`src/rtl/asl_pkg.sv`:
```
// Shared constants for the ASL layer scheduler: state encoding,
// stage indices and small decode helpers.
package asl_pkg;

   localparam int NUM_STAGES = 6;

   localparam logic [2:0] STG_CAPTURE  = 3'd0;
   localparam logic [2:0] STG_CONV1    = 3'd1;
   localparam logic [2:0] STG_POOL1    = 3'd2;
   localparam logic [2:0] STG_CONV2    = 3'd3;
   localparam logic [2:0] STG_POOL2    = 3'd4;
   localparam logic [2:0] STG_CLASSIFY = 3'd5;
   localparam logic [2:0] STG_NONE     = 3'd7;

   // Stage states are contiguous so stage index = state - 1
   localparam logic [3:0] ST_IDLE     = 4'd0;
   localparam logic [3:0] ST_CAPTURE  = 4'd1;
   localparam logic [3:0] ST_CONV1    = 4'd2;
   localparam logic [3:0] ST_POOL1    = 4'd3;
   localparam logic [3:0] ST_CONV2    = 4'd4;
   localparam logic [3:0] ST_POOL2    = 4'd5;
   localparam logic [3:0] ST_CLASSIFY = 4'd6;
   localparam logic [3:0] ST_DONE     = 4'd7;
   localparam logic [3:0] ST_ERR      = 4'd8;

   function automatic logic in_stage(input logic [3:0] s);
      return (s >= ST_CAPTURE) && (s <= ST_CLASSIFY);
   endfunction

   function automatic logic [2:0] stage_idx(input logic [3:0] s);
      return in_stage(s) ? 3'(s - 4'd1) : STG_NONE;
   endfunction

endpackage

```
`src/rtl/asl_sched_wdt.sv`:
```
// Per-stage watchdog: counts cycles spent in the current stage and
// flags expiry on the last allowed cycle.
module asl_sched_wdt
   import asl_pkg::*;
#(
   parameter int TIMEOUT_CYCLES = 50000
) (
   input  logic clk,
   input  logic i_rst_n,
   input  logic clear,
   input  logic run,
   output logic expired
);

   logic [15:0] cnt;

   always_ff @(posedge clk) begin
      if (!i_rst_n) begin
         cnt <= '0;
      end else if (clear) begin
         cnt <= '0;
      end else if (run) begin
         cnt <= cnt + 16'd1;
      end
   end

   assign expired = run && (cnt == 16'(TIMEOUT_CYCLES - 1));

endmodule

```
`src/rtl/asl_layer_sched.sv`:
```
// ASL layer scheduler: sequences the six CNN stages per camera frame.
// Watchdog/ERR path is built only when ASL_SCHED_WDT_EN is defined.
module asl_layer_sched
   import asl_pkg::*;
#(
   parameter int TIMEOUT_CYCLES = 50000
) (
   input  logic       clk,
   input  logic       i_rst_n,
   input  logic       i_start,
   input  logic       i_abort,
   input  logic       i_clr,
   input  logic [5:0] i_stage_done,
   output logic [5:0] o_stage_start,
   output logic [2:0] o_stage,
   output logic       o_busy,
   output logic       o_done,
   output logic       o_timeout,
   output logic       o_overrun,
   output logic       o_spurious,
   output logic [2:0] o_err_stage
);

   logic [3:0] state;
   logic [3:0] nxt;
   logic [5:0] act_mask;
   logic       act_done;
   logic       set_ovr;
   logic       set_spur;
   logic       wdt_exp;
   logic       entering;

   always_comb begin
      act_mask = in_stage(state) ? (6'd1 << stage_idx(state)) : 6'd0;
      act_done = |(i_stage_done & act_mask);
      set_spur = |(i_stage_done & ~act_mask);
      set_ovr  = i_start && (state != ST_IDLE) && (state != ST_DONE);
      nxt      = state;
      if (i_abort) begin
         nxt = ST_IDLE;
      end else begin
         unique case (1'b1)
            (state == ST_IDLE): begin
               if (i_start) nxt = ST_CAPTURE;
            end
            (state == ST_DONE): begin
               nxt = i_start ? ST_CAPTURE : ST_IDLE;
            end
            (state == ST_ERR): begin
               if (i_clr) nxt = ST_IDLE;
            end
            in_stage(state): begin
               if (act_done) nxt = state + 4'd1;
               else if (wdt_exp) nxt = ST_ERR;
            end
            default: nxt = ST_IDLE;
         endcase
      end
   end

   assign entering = in_stage(nxt) && (nxt != state);

   always_ff @(posedge clk) begin
      if (!i_rst_n) begin
         state         <= ST_IDLE;
         o_stage_start <= '0;
         o_stage       <= STG_NONE;
         o_busy        <= 1'b0;
         o_done        <= 1'b0;
         o_overrun     <= 1'b0;
         o_spurious    <= 1'b0;
      end else begin
         state         <= nxt;
         o_stage_start <= entering ? (6'd1 << stage_idx(nxt)) : 6'd0;
         o_stage       <= stage_idx(nxt);
         o_busy        <= in_stage(nxt) || (nxt == ST_ERR);
         o_done        <= (nxt == ST_DONE);
         o_overrun     <= set_ovr || (o_overrun && !i_clr);
         o_spurious    <= set_spur || (o_spurious && !i_clr);
      end
   end

`ifdef ASL_SCHED_WDT_EN
   logic in_stg;
   logic to_fire;

   assign in_stg  = in_stage(state);
   // A done arriving on the expiry cycle takes priority
   assign to_fire = in_stg && !i_abort && !act_done && wdt_exp;

   asl_sched_wdt #(
      .TIMEOUT_CYCLES(TIMEOUT_CYCLES)
   ) u_wdt (
      .clk     (clk),
      .i_rst_n (i_rst_n),
      .clear   (entering),
      .run     (in_stg),
      .expired (wdt_exp)
   );

   always_ff @(posedge clk) begin
      if (!i_rst_n) begin
         o_timeout   <= 1'b0;
         o_err_stage <= 3'd0;
      end else begin
         o_timeout <= to_fire;
         if (to_fire) o_err_stage <= stage_idx(state);
         else if (i_clr) o_err_stage <= 3'd0;
      end
   end
`else
   assign wdt_exp     = 1'b0;
   assign o_timeout   = 1'b0;
   assign o_err_stage = 3'd0;
`endif

endmodule
```
`config.mk`:
```
export PLATFORM = sky130hd
export DESIGN_NAME = asl_layer_sched
export DESIGN_NICKNAME = d
export VERILOG_FILES = /design/src/rtl/asl_pkg.sv /design/src/rtl/asl_sched_wdt.sv /design/src/rtl/asl_layer_sched.sv
export SDC_FILE = /design/constraint.sdc
export NUM_CORES = 1
export LEC_CHECK = 0
export ABC_AREA = 0
export BUFFER_PORTS_ARGS = -buffer_cell sky130_fd_sc_hd__clkbuf_2
export CORE_ASPECT_RATIO = 1.25
export CORE_UTILIZATION = 49
export DETAILED_ROUTE_END_ITERATION = 12
export PLACE_DENSITY = 0.76
export SYNTH_ARGS = -nofsm -noshare
export SYNTH_HDL_FRONTEND = slang
export SYNTH_HIERARCHICAL = 1
export SYNTH_SLANG_ARGS = --single-unit
```
`constraint.sdc`:
```
create_clock -name clk -period 3.5 [get_ports clk]
set_input_delay 0.7 -clock clk [delete_from_list [all_inputs] [get_ports clk]]
set_output_delay 0.7 -clock clk [all_outputs]
set_load 0.005 [all_outputs]
```
Word-level counts from Yosys, hierarchy flattened:

Cells that the tools add are included.

* bits in read-only memories: 0
* input port bits: 11
* logic and storage cells: 50
* memories: 0
* latch bits: 0
* memory bits (writable): 0
* output and inout bits: 17
* bits in registers: 17

* order comparisons: 4
* reduce and logical (&&, ||, !) cells: 16
* bitwise logic cells: 3
* add/subtract/negate cells: 3
* shifts and indexed selects: 2
* muxes and demuxes: 9
* equal/unequal tests: 6
* div/mod/pow operators: 0
* multipliers: 0

Operators with widths (number)
* 4-bit two-way mux: 4
* 4-bit one-hot mux with 4 select lines: 1
* 6-bit bitwise AND: 2
* 6-bit OR reduction: 2
* 1-bit by 3-bit left shift with 6-bit output (first input constant): 2
* 4-bit by 3-bit == test with 1-bit output (second input constant): 2
* 4-bit == test (second input constant): 2
* 4-bit by 1-bit >= comparator with 1-bit output (second input constant): 2
* 4-bit by 3-bit <= comparator with 1-bit output (second input constant): 2
* 1-bit logical AND: 7
* 3-bit two-way mux: 2
* 6-bit two-way mux: 1
* 6-bit NOT: 1
* 3-bit by 1-bit subtractor with 3-bit output (second input constant): 2
* 4-bit by 1-bit adder with 4-bit output (second input constant): 1
* 4-bit zero test: 1
* 4-bit by 3-bit inequality test with 1-bit output (second input constant): 1
* 4-bit inequality test: 1
* 4-bit nonzero test: 1
* 1-bit logical OR: 3
* 2-bit AND reduction: 1
* 1-bit zero test: 1
* 1-bit two-way mux: 1

Logic depth before layout (Yosys ltp):

Gate-level depths: netlist of run 1.

* depth in word-level cells: 14
* gate-level depth with buffers: 13

Least setup slack after synthesis of run 1:

No wires, ideal clock.

* path kind: register to register
* start: reg state[1]
* end: reg o_stage_start[0]
* library setup time: 0.142 ns
* period minus slack after synthesis: 3.275 ns
* data arrival time: 3.134 ns
* setup slack: 0.225 ns
* stages on the path, launching flop included: 13
* cell sequence: dfxtp_1 inv_1 ha_1 xor2_2 mux4_2 and2_1 o311ai_2 inv_1 ha_1 a311oi_1 a311oi_2 nand4_1 nor3_1

* cells in the longest elaborated chain, start to end: 14
* elaborated cells on any way between the ends: 27
* those cells by class: add/sub: 3; order compare: 4; eq/ne: 3; shift: 2; mux: 8; bitwise: 1; reduce/logical: 6

Ends and longest elaborated chain
* start: declaration: RTL line asl_layer_sched.sv:24 `logic [3:0] state;`
* start signal: assignment: RTL line asl_layer_sched.sv:73 `state <= nxt;`
* 4-bit by 1-bit >= comparator with 1-bit output / 4-bit by 3-bit <= comparator with 1-bit output (equally long branches): RTL line asl_pkg.sv:27 `return (s >= ST_CAPTURE) && (s <= ST_CLASSIFY);`
* 1-bit logical AND: RTL line asl_pkg.sv:27
* 3-bit two-way mux: RTL line asl_pkg.sv:31 `return in_stage(s) ? 3'(s - 4'd1) : STG_NONE;`
* 1-bit by 3-bit left shift with 6-bit output: RTL line asl_layer_sched.sv:34 `act_mask = in_stage(state) ? (6'd1 << stage_idx(state)) : 6'd0;`
* 6-bit two-way mux: RTL line asl_layer_sched.sv:34
* 6-bit bitwise AND: RTL line asl_layer_sched.sv:35 `act_done = |(i_stage_done & act_mask);`
* 6-bit OR reduction: RTL line asl_layer_sched.sv:35
* 4-bit two-way mux: RTL line asl_layer_sched.sv:53 `if (act_done) nxt = state + 4'd1;`
* 4-bit one-hot mux with 4 select lines *: RTL line asl_layer_sched.sv:42 `unique case (1'b1)`
* 4-bit two-way mux *: RTL line asl_layer_sched.sv:39 `if (i_abort) begin`
* named net nxt[0]: RTL line asl_layer_sched.sv:25 `logic [3:0] nxt;`
* 4-bit by 1-bit >= comparator with 1-bit output / 4-bit by 3-bit <= comparator with 1-bit output (equally long branches): RTL line asl_pkg.sv:27
* 1-bit logical AND: RTL line asl_pkg.sv:27
* 3-bit two-way mux / 1-bit logical AND (equally long branches)
* 1-bit by 3-bit left shift with 6-bit output / 2-bit AND reduction (equally long branches)
* end signal: assignment: RTL line asl_layer_sched.sv:74 `o_stage_start <= entering ? (6'd1 << stage_idx(nxt)) : 6'd0;`
* end: declaration: RTL line asl_layer_sched.sv:14 `output logic [5:0] o_stage_start,`

The timed path passes the listed nets; every way through them passes the cells marked *.
A chain may end at the register's enable or synchronous reset.

Final worst setup path of run 1:

* start: reg state[2]
* end: reg o_stage_start[5]

* cells in the longest elaborated chain, start to end: 14
* elaborated cells on any way between the ends: 27
* those cells by class: add/sub: 3; order compare: 4; eq/ne: 3; shift: 2; mux: 8; bitwise: 1; reduce/logical: 6

Ends and longest elaborated chain (RTL line)
* 4-bit by 1-bit >= comparator with 1-bit output / 4-bit by 3-bit <= comparator with 1-bit output (equally long branches): asl_pkg.sv:27
* 1-bit logical AND: asl_pkg.sv:27
* 3-bit two-way mux: asl_pkg.sv:31
* 1-bit by 3-bit left shift with 6-bit output: asl_layer_sched.sv:34
* 6-bit two-way mux: asl_layer_sched.sv:34
* 6-bit bitwise AND: asl_layer_sched.sv:35
* 6-bit OR reduction: asl_layer_sched.sv:35
* 4-bit two-way mux: asl_layer_sched.sv:53
* 4-bit one-hot mux with 4 select lines: asl_layer_sched.sv:42
* 4-bit two-way mux: asl_layer_sched.sv:39
* 4-bit by 1-bit >= comparator with 1-bit output / 4-bit by 3-bit <= comparator with 1-bit output (equally long branches): asl_pkg.sv:27
* 1-bit logical AND: asl_pkg.sv:27
* 3-bit two-way mux / 1-bit logical AND (equally long branches)
* 1-bit by 3-bit left shift with 6-bit output / 2-bit AND reduction (equally long branches)

Parallel ways exist; a longest one is shown, timed or not.

==> results of run 1 <==
==> cell usage in the layout, fill, tap and decap left out, drive strengths merged, types with 2 or more instances in the layout <==
master	netlist	routed
a311oi	3	3
o21ai	3	3
nand4	7	7
o211ai	2	2
inv	15	15
nand3	4	4
nor3	11	11
o2111ai	2	2
clkbuf	3	27
nor4	3	3
o41ai	2	2
o22ai	4	4
and2	4	4
nor2	12	12
nand2	9	9
ha	9	9
or3	3	3
nand4b	2	2
mux2i	2	2
conb	1	4
o21a	3	3
a41o	2	2
a21o	2	2
o311ai	2	2
nor3b	2	2
a21oi	9	9
dfxtp	17	17
buf	5	9
==> power groups by stage <==
stage	registers (W)	clock network (W)	logic (W)
after floorplan	0.000206	0	0.0000772
after global placement	0.000205	0	0.000112
after detailed placement	0.000205	0	0.000113
after CTS	0.000201	0.000105	0.000114
after global routing	0.000202	0.000110	0.000131
final	0.000201	0.000101	0.000119
==> flip-flops by register name, summed over array words and instances, names as in the netlist <==
| name | count |
|---|---|
| o_stage | 3 |
| state | 4 |
| o_overrun | 1 |
| o_done | 1 |
| o_busy | 1 |
| o_stage_start | 6 |
| o_spurious | 1 |
==> metal layers <==
metal / vias to the layer above / track usage [%] / wire (um)
met1: 625 / 28.3 / 1410
met3: 17 / 1.27 / 106
met2: 45 / 51.1 / 1880
met5: - / 0 / 0
met4: 0 / 20.6 / 163
li1: 657 / - / -
==> metrics by stage <==
step,instance area [um^2],instances
after CTS,1540,225
after detailed placement,1510,221
after global placement,1510,221
after floorplan,1340,164
final,1560,225
after global routing,1560,225
==> cell families (layout without fill, tap and decap cells) <==
family,after synthesis,in the layout
xor gates and xnor gates,2,2
buffers and inverters,23,51
other,1,4
and+or+nand+nor,63,63
AOI/OAI and AO/OA,42,42
muxes,4,4
DFF,17,17
adders and majority gates,9,9
==> worst min-delay path by stage <==
stage | start | slack (ns) | to | cells after the start
after detailed placement | o_overrun | 0.62 | o_overrun | 3
after global routing | i_rst_n | 0.64 | o_stage[1] | 2
final | o_overrun | 0.64 | o_overrun | 3
after CTS | i_rst_n | 0.63 | o_stage[1] | 2
after global placement | o_overrun | 0.61 | o_overrun | 3
after floorplan | o_overrun | 0.59 | o_overrun | 3
==> cell type report <==
cell class	count	area [um^2]
Timing Repair Buffer	32	183
Multi-Input combinational cell	124	915
Tap cell	33	41.3
Sequential cell	17	340
Fill cell	247	941
Inverter	15	56.3
Clock buffer	4	26.3
==> worst register-to-register path: stages (launching register included) <==
cell and delay [ns]:
sky130_fd_sc_hd__dfxtp_1 0.71, sky130_fd_sc_hd__xor2_2 0.22, sky130_fd_sc_hd__mux4_2 0.36, sky130_fd_sc_hd__and2_1 0.22, sky130_fd_sc_hd__o311ai_2 0.43, sky130_fd_sc_hd__ha_1 0.28
sky130_fd_sc_hd__inv_1 0.08, sky130_fd_sc_hd__a311oi_2 0.36, sky130_fd_sc_hd__a311oi_2 0.16, sky130_fd_sc_hd__nand4_1 0.19, sky130_fd_sc_hd__nor3_1 0.07
==> what timing repair did <==
| action | 4_1_cts | 5_1_grt |
|---|---|---|
| setup buffers | 0 | 0 |
| endpoints found under the setup margin | 0 | 9 |
| gates resized for setup | 0 | 4 |
| hold buffers | 0 | 0 |
==> results.txt, run 1 <==
----------------------------------------------------
[Setup path]
  RR Startpoint ... state[2]
  Maximum fanout along the worst path ... 14
  Destination of the worst register-to-register timing path ... o_stage_start[5]
  Data required time at the worst endpoint ... 3.67 ns
  Worst setup path start ... state[2]
  Worst reg-to-reg setup slack ... roughly 0.29 ns
  R2r worst-path depth ... 10
  Worst path slowest cell ... sky130_fd_sc_hd__dfxtp_1
  CP max stage delay ... roughly 0.71 ns
  Kind of critical path ... flip-flop to flip-flop
  Top delay family on crit path ... compound AO/OA/AOI/OAI gates
  Worst path bufs/invs ... 1
  Capturing element type of the critical path ... flip-flop
  Worst-path cell chain ... xor2_2, mux4_2, and2_1, o311ai_2, ha_1, inv_1, a311oi_2, a311oi_2, nand4_1, nor3_1
  Most common cell on crit path ... sky130_fd_sc_hd__a311oi_2
  Worst setup path endpoint ... o_stage_start[5]
  Worst path depth ... 10
  Crit start category ... flip-flop
  Signal arrival time at the worst endpoint ... between 3 and 4 ns

[Synth]
  Flop and latch count out of synthesis ... 17
  Yosys Warn Count ... 6
  Largest cells by area after synthesis ... sky130_fd_sc_hd__dfxtp_1 (26%), sky130_fd_sc_hd__ha_1 (8.5%), sky130_fd_sc_hd__nor3_1 (4.2%)
  Post-synthesis async set-or-reset flop share ... 0%
  Post-Synthesis Cells ... about 160
  Fraction of the mapped netlist area in adder cells ... 8.50%
  Combinational family with the most area after synthesis ... simple AND/OR/NAND/NOR gates
  Leading cell type by number of instances after synthesis ... sky130_fd_sc_hd__dfxtp_1
  Post-synthesis cell type count ... 55
  Post-synthesis simple-gate area fraction ... approximately a quarter
  Predominant post-synthesis flop cell ... sky130_fd_sc_hd__dfxtp_1
  Number of synthesized flops with an enable pin ... 0
  Share of the synthesized netlist area taken by xor and xnor gates ... between 1.5 and 2%
  Largest area contributor in the synthesized netlist ... sky130_fd_sc_hd__dfxtp_1
  Ranking of synthesized cells by instance count ... sky130_fd_sc_hd__dfxtp_1 (17), sky130_fd_sc_hd__inv_1 (14), sky130_fd_sc_hd__nor2_1 (11), sky130_fd_sc_hd__nor3_1 (11)
  Mean instance size in the synthesized netlist ... approximately 8.2 um^2
  Sequential-to-total area share from yosys stat ... approximately 26%
  Top-area cell type share of the netlist area ... ~26%
  Netlist area before placement ... 1330 um^2
  Multiplexer area fraction after synthesis ... 4.34%
  Synthesized-area fraction occupied by ao, oa, aoi and oai cells ... between 20% and 30%

[Power and ir drop]
  Leakage Power ... around 0.68 nW
  Total power consumption of the routed design ... ~0.00042 W
  Net Sw Frac ... 30.3%
  Sequential cell fraction of total power ... 47.7%
  Highest ir drop seen on vdd ... around 0.00020 V
  Comb power frac ... roughly 28%
  Relative contribution of the clock network to total power ... a little under a quarter
  Cell Int Power ... about 0.0003 W
  Switching power summed over all nets ... around 0.00013 W
  Cell area power density ... roughly 270 nW/um^2

[Clock network]
  TritonCTS clock tree ... yes
  Clock buffers created by TritonCTS ... 3
  Number of buffers between clock root and the deepest sink ... 2
  Clock Latency Late Sink ... 0.29 ns
  Sink count of the clock tree ... 17
  H-Tree Depth ... 1
  Clock-pin slew of the registers on the worst-case setup and hold paths ... approximately 0.09 ns
  Clock Tree Root ... sky130_fd_sc_hd__clkbuf_4

[STA]
  Max Clock Skew ... between 0.003 and 0.004 ns
  Setup-violating endpoint count in the final report ... 0
  Highest Clock Rate ... approximately 310 MHz
  Setup Total Neg Slack ... 0 ns
  Final max-slew violation count ... 0
  Actual transition at the worst max-transition pin ... 0.599 ns
  Final min period ... 3.21 ns
  Final worst path period share ... about nine tenths
  Setup repair after global routing missed its margin ... false
  Worst path setup slack after routing ... around 0.29 ns
  Relative slew slack ... 60.0%
  Final Hold Vio Count ... 0
  Worst hold slack after final layout ... approximately 0.64 ns

[Die]
  IO Pins ... 28
  Die Y-Extent ... 60.1 um
  Starting density of the core ... a little over half
  Horizontal die dimension ... 48.5 um
  Standard-cell row count ... 20
  Area of the placeable core ... around 2500 um^2
  Overall die area ... between 2000 and 3000 um^2

[Run]
  Max Cap Violations ... 0

[Placed design]
  Pre-CTS WS ... approximately 0.11 ns
  Gp weighted congestion ... between 0.9 and 1
  Input/output buffers ... 23
  Detailed-placement wirelength estimate ... around 2800 um

[Global route]
  Number of global-route vias before repair ... roughly 1400
  Pin count of the biggest net entering global routing ... 15
  Antenna violations before repair ... 0
  Tot GR Track Use ... ~27%
  Wire length of the first global-routing pass ... 5910 um
  Final global-route overflow total ... 0

[Final layout]
  Antenna diodes ... 0
  Share of final-layout standard cells stronger than drive strength 1 ... between 20 and 30%
  Final core utilization ... roughly 62%
  Area added between synthesis and finish ... 17.8%
  Number of nets at the end of the flow ... 213

[Drt]
  Per-cell routed wire length ... approximately 16 um
  DRT Wirelength ... between 3000 and 4000 um
  Number of remaining DRC errors ... 0
  Detail-routed via count per cell ... 5.97
  First-pass detailed-route iteration total ... 5
  Via count of the routed design ... roughly 1300
  Post-route ant nets ... 0
  First-iteration detailed-routing DRC count ... between 40 and 50

[Run status]
  Outcome ... completed

[Worst hold path]
  Hold/Removal Path Class ... flip-flop to flip-flop

----------------------------------------------------
Note: power is estimated with default switching activity, not from simulation.
==> inputs of run 2 (changes only) <==
--- a/config.mk
+++ b/config.mk
@@ -8,6 +8,7 @@
 export ABC_AREA = 0
 export BUFFER_PORTS_ARGS = -buffer_cell sky130_fd_sc_hd__clkbuf_2
 export CORE_ASPECT_RATIO = 1.25
+export CORE_MARGIN = 10
 export CORE_UTILIZATION = 49
 export DETAILED_ROUTE_END_ITERATION = 12
 export PLACE_DENSITY = 0.76
==> constraint.sdc (replaced) <==
create_clock -name clk -period 3.5 [get_ports clk]
set_input_delay 1.05 -clock clk [delete_from_list [all_inputs] [get_ports clk]]
set_output_delay 1.05 -clock clk [all_outputs]
set_load 0.005 [all_outputs]
==> results.txt, run 2 (synthesis results as in run 1) <==
----------------------------------------------------
[Die]
  Area of the placeable core ... 2630 um^2 (+5.0%)
  Standard-cell row count ... 21 (+5.0%)
  Die Y-Extent ... 78.1 um (+30%)
  Starting density of the core ... 50.4% (-2.5 points)
  Overall die area ... 5200 um^2 (+78%)
  IO Pins ... 28 (unchanged)
  Horizontal die dimension ... 66.5 um (+37%)

[Placed design]
  Detailed-placement wirelength estimate ... 3040 um (+6.7%)
  Input/output buffers ... 23 (unchanged)
  Gp weighted congestion ... 0.996 (+3.2%)
  Pre-CTS WS ... -0.0186 ns (-0.133 ns)

[Setup path]
  R2r worst-path depth ... 14 (+4)
  Destination of the worst register-to-register timing path ... o_stage_start[0]
  Maximum fanout along the worst path ... 5 (-9)
  Worst setup path endpoint ... o_stage_start[0]
  RR Startpoint ... state[0]
  Worst reg-to-reg setup slack ... 0.31 ns (+0.02 ns)
  Data required time at the worst endpoint ... 3.69 ns (+0.02 ns)
  Capturing element type of the critical path ... flip-flop
  Worst setup path start ... i_stage_done[5]
  Crit start category ... input pin
  Kind of critical path ... input pin to flip-flop
  Signal arrival time at the worst endpoint ... 3.43 ns (+0.04 ns)

[Final layout]
  Share of final-layout standard cells stronger than drive strength 1 ... 28.4% (+0.82 points)
  Most frequent cells in the layout ... sky130_fd_sc_hd__clkbuf_2 (23), sky130_fd_sc_hd__dfxtp_1 (16), sky130_fd_sc_hd__inv_1 (14), sky130_fd_sc_hd__buf_4 (14)
  Number of filler instances in the final layout ... 254 (+2.8%)
  Largest registers ... o_stage_start x6, state x4, o_stage x3
  Leading cell type in the layout, fill and taps excluded ... sky130_fd_sc_hd__clkbuf_2
  FF/Latch Area ... 342 um^2 (+0.37%)
  Area added between synthesis and finish ... 20.3%
  Final core utilization ... 60.7% (-1.7 points)
  Antenna diodes ... 0 (unchanged)
  Register with the most flip-flops ... o_stage_start
  Flip-flop count of the largest register after layout ... 6 (unchanged)
  Number of nets at the end of the flow ... 218 (+2.3%)
  Multi-input gate area in the final layout ... 907 um^2 (-0.82%)

[STA]
  Final max-slew violation count ... 0 (unchanged)
  Max Clock Skew ... 0.00658 ns (+0.00323 ns)
  Worst path setup slack after routing ... 0.259 ns (-0.0265 ns)
  Final worst path period share ... 92.6% (+0.76 points)
  Setup repair after global routing missed its margin ... false
  Final Hold Vio Count ... 0 (unchanged)
  Worst hold slack after final layout ... 0.610 ns (-0.0256 ns)
  Highest Clock Rate ... 309 MHz (-0.82%)
  Setup-violating endpoint count in the final report ... 0 (unchanged)
  Final min period ... 3.24 ns (+0.0265 ns)

[Global route]
  Tot GR Track Use ... 14.6% (-12 points)
  Wire length of the first global-routing pass ... 6180 um (+4.5%)
  Number of global-route vias before repair ... 1380 (+1.5%)
  Pin count of the biggest net entering global routing ... 15 (unchanged)
  Final global-route overflow total ... 0 (unchanged)
  Antenna violations before repair ... 0 (unchanged)

[Clock network]
  Clock Tree Root ... sky130_fd_sc_hd__clkbuf_4
  Clock Latency Late Sink ... 0.29 ns (about the same)
  Sink count of the clock tree ... 17 (unchanged)
  Clock-pin slew of the registers on the worst-case setup and hold paths ... 0.09 ns (about the same)
  H-Tree Depth ... 1 (unchanged)
  Post-CTS Setup Inserts ... 0 (unchanged)
  Number of buffers between clock root and the deepest sink ... 2 (unchanged)
  Clock buffers created by TritonCTS ... 3 (unchanged)
  TritonCTS clock tree ... yes

[Run status]
  Outcome ... completed

[Power and ir drop]
  Highest ir drop seen on vdd ... 0.000274 V (+35%)
  Total power consumption of the routed design ... 0.000431 W (+2.4%)
  Leakage Power ... 0.699 nW (+3.2%)
  Cell area power density ... 270 nW/um^2 (+0.27%)

[Drt]
  Per-cell routed wire length ... 16.2 um (+2.2%)
  Number of remaining DRC errors ... 0 (unchanged)
  Via count of the routed design ... 1349 (+0.37%)
  DRT Wirelength ... 3740 um (+4.9%)
  Post-route ant nets ... 0 (unchanged)
  First-iteration detailed-routing DRC count ... 130 (+170%)
  Detail-routed via count per cell ... 5.84 (-2.2%)
  First-pass detailed-route iteration total ... 4 (-1)

[Run]
  Max Cap Violations ... 0 (unchanged)

[Worst hold path]
  Hold/Removal Path Class ... flip-flop to flip-flop

----------------------------------------------------
==> run 2: cell types whose count changed in the layout (fill, tap and decap cells not counted) <==
cell,previous run,this run
sky130_fd_sc_hd__nor4_4,0,1
sky130_fd_sc_hd__buf_4,9,14
sky130_fd_sc_hd__dfxtp_1,17,16
sky130_fd_sc_hd__a311oi_2,2,1
sky130_fd_sc_hd__a21boi_0,1,0
sky130_fd_sc_hd__nor4_2,1,0
sky130_fd_sc_hd__a311oi_1,1,2
sky130_fd_sc_hd__a21boi_1,0,1
sky130_fd_sc_hd__dfxtp_2,0,1
sky130_fd_sc_hd__nor3_2,2,0
sky130_fd_sc_hd__nor3_1,9,11
==> run 2: final cells by class <==
| cell class | count | area share (%) |
|---|---|---|
| clock buffers | 4 | 1.65 |
| inverters | 15 | 3.53 |
| multi-input cells | 124 | 56.9 |
| repair buffers | 37 | 13.8 |
| well taps | 34 | 2.67 |
| flip-flops and latches | 17 | 21.4 |
==> run 2: through the flow <==
stage	area, um^2	TNS, ns	std cells
CTS	1580	0	231
global placement	1550	0	227
finish	1590	0	231
detailed placement	1550	-0.0647	227
floorplan	1340	0	164
global route	1590	0	231
==> run 2: worst min-delay path by stage <==
stage / start / endpoint / slack (ns) / depth (start not counted)
detailed placement: o_overrun / o_overrun / 0.60 / 3
global route: o_overrun / o_overrun / 0.67 / 3
global placement: o_overrun / o_overrun / 0.60 / 3
CTS: o_overrun / o_overrun / 0.62 / 3
floorplan: o_overrun / o_overrun / 0.59 / 3
finish: o_overrun / o_overrun / 0.61 / 3
==> run 2: what timing repair did <==
item / 4_1_cts / 5_1_grt
setup endpoints to repair: 0 / 4
hold buffers: 0 / 0
resized for setup: 0 / 4
==> run 2: routing by layer <==
layer | up-vias | track usage [%] | share of wire, %
met5 | - | 0 | 0
met4 | 0 | 5.88 | 2.3
met3 | 9 | 4.69 | 7.7
met2 | 51 | 27.3 | 54
met1 | 623 | 14.1 | 36
li1 | 666 | - | -
==> run 2: worst max-delay path, stage by stage <==
cell	delay, ns
sky130_fd_sc_hd__clkbuf_2	0.10
sky130_fd_sc_hd__mux4_2	0.51
sky130_fd_sc_hd__and2_1	0.22
sky130_fd_sc_hd__o311ai_2	0.44
sky130_fd_sc_hd__inv_1	0.12
sky130_fd_sc_hd__ha_1	0.23
sky130_fd_sc_hd__a311oi_1	0.21
sky130_fd_sc_hd__buf_4	0.17
sky130_fd_sc_hd__a311oi_2	0.11
sky130_fd_sc_hd__nand4_1	0.21
sky130_fd_sc_hd__nor3_1	0.07
==> run 2: where the power goes <==
part           total [W]  switching [W]  internal, W
Combinational   0.000127      0.0000714    0.0000559
Clock           0.000103      0.0000585    0.0000444
Sequential      0.000201     0.00000198     0.000199
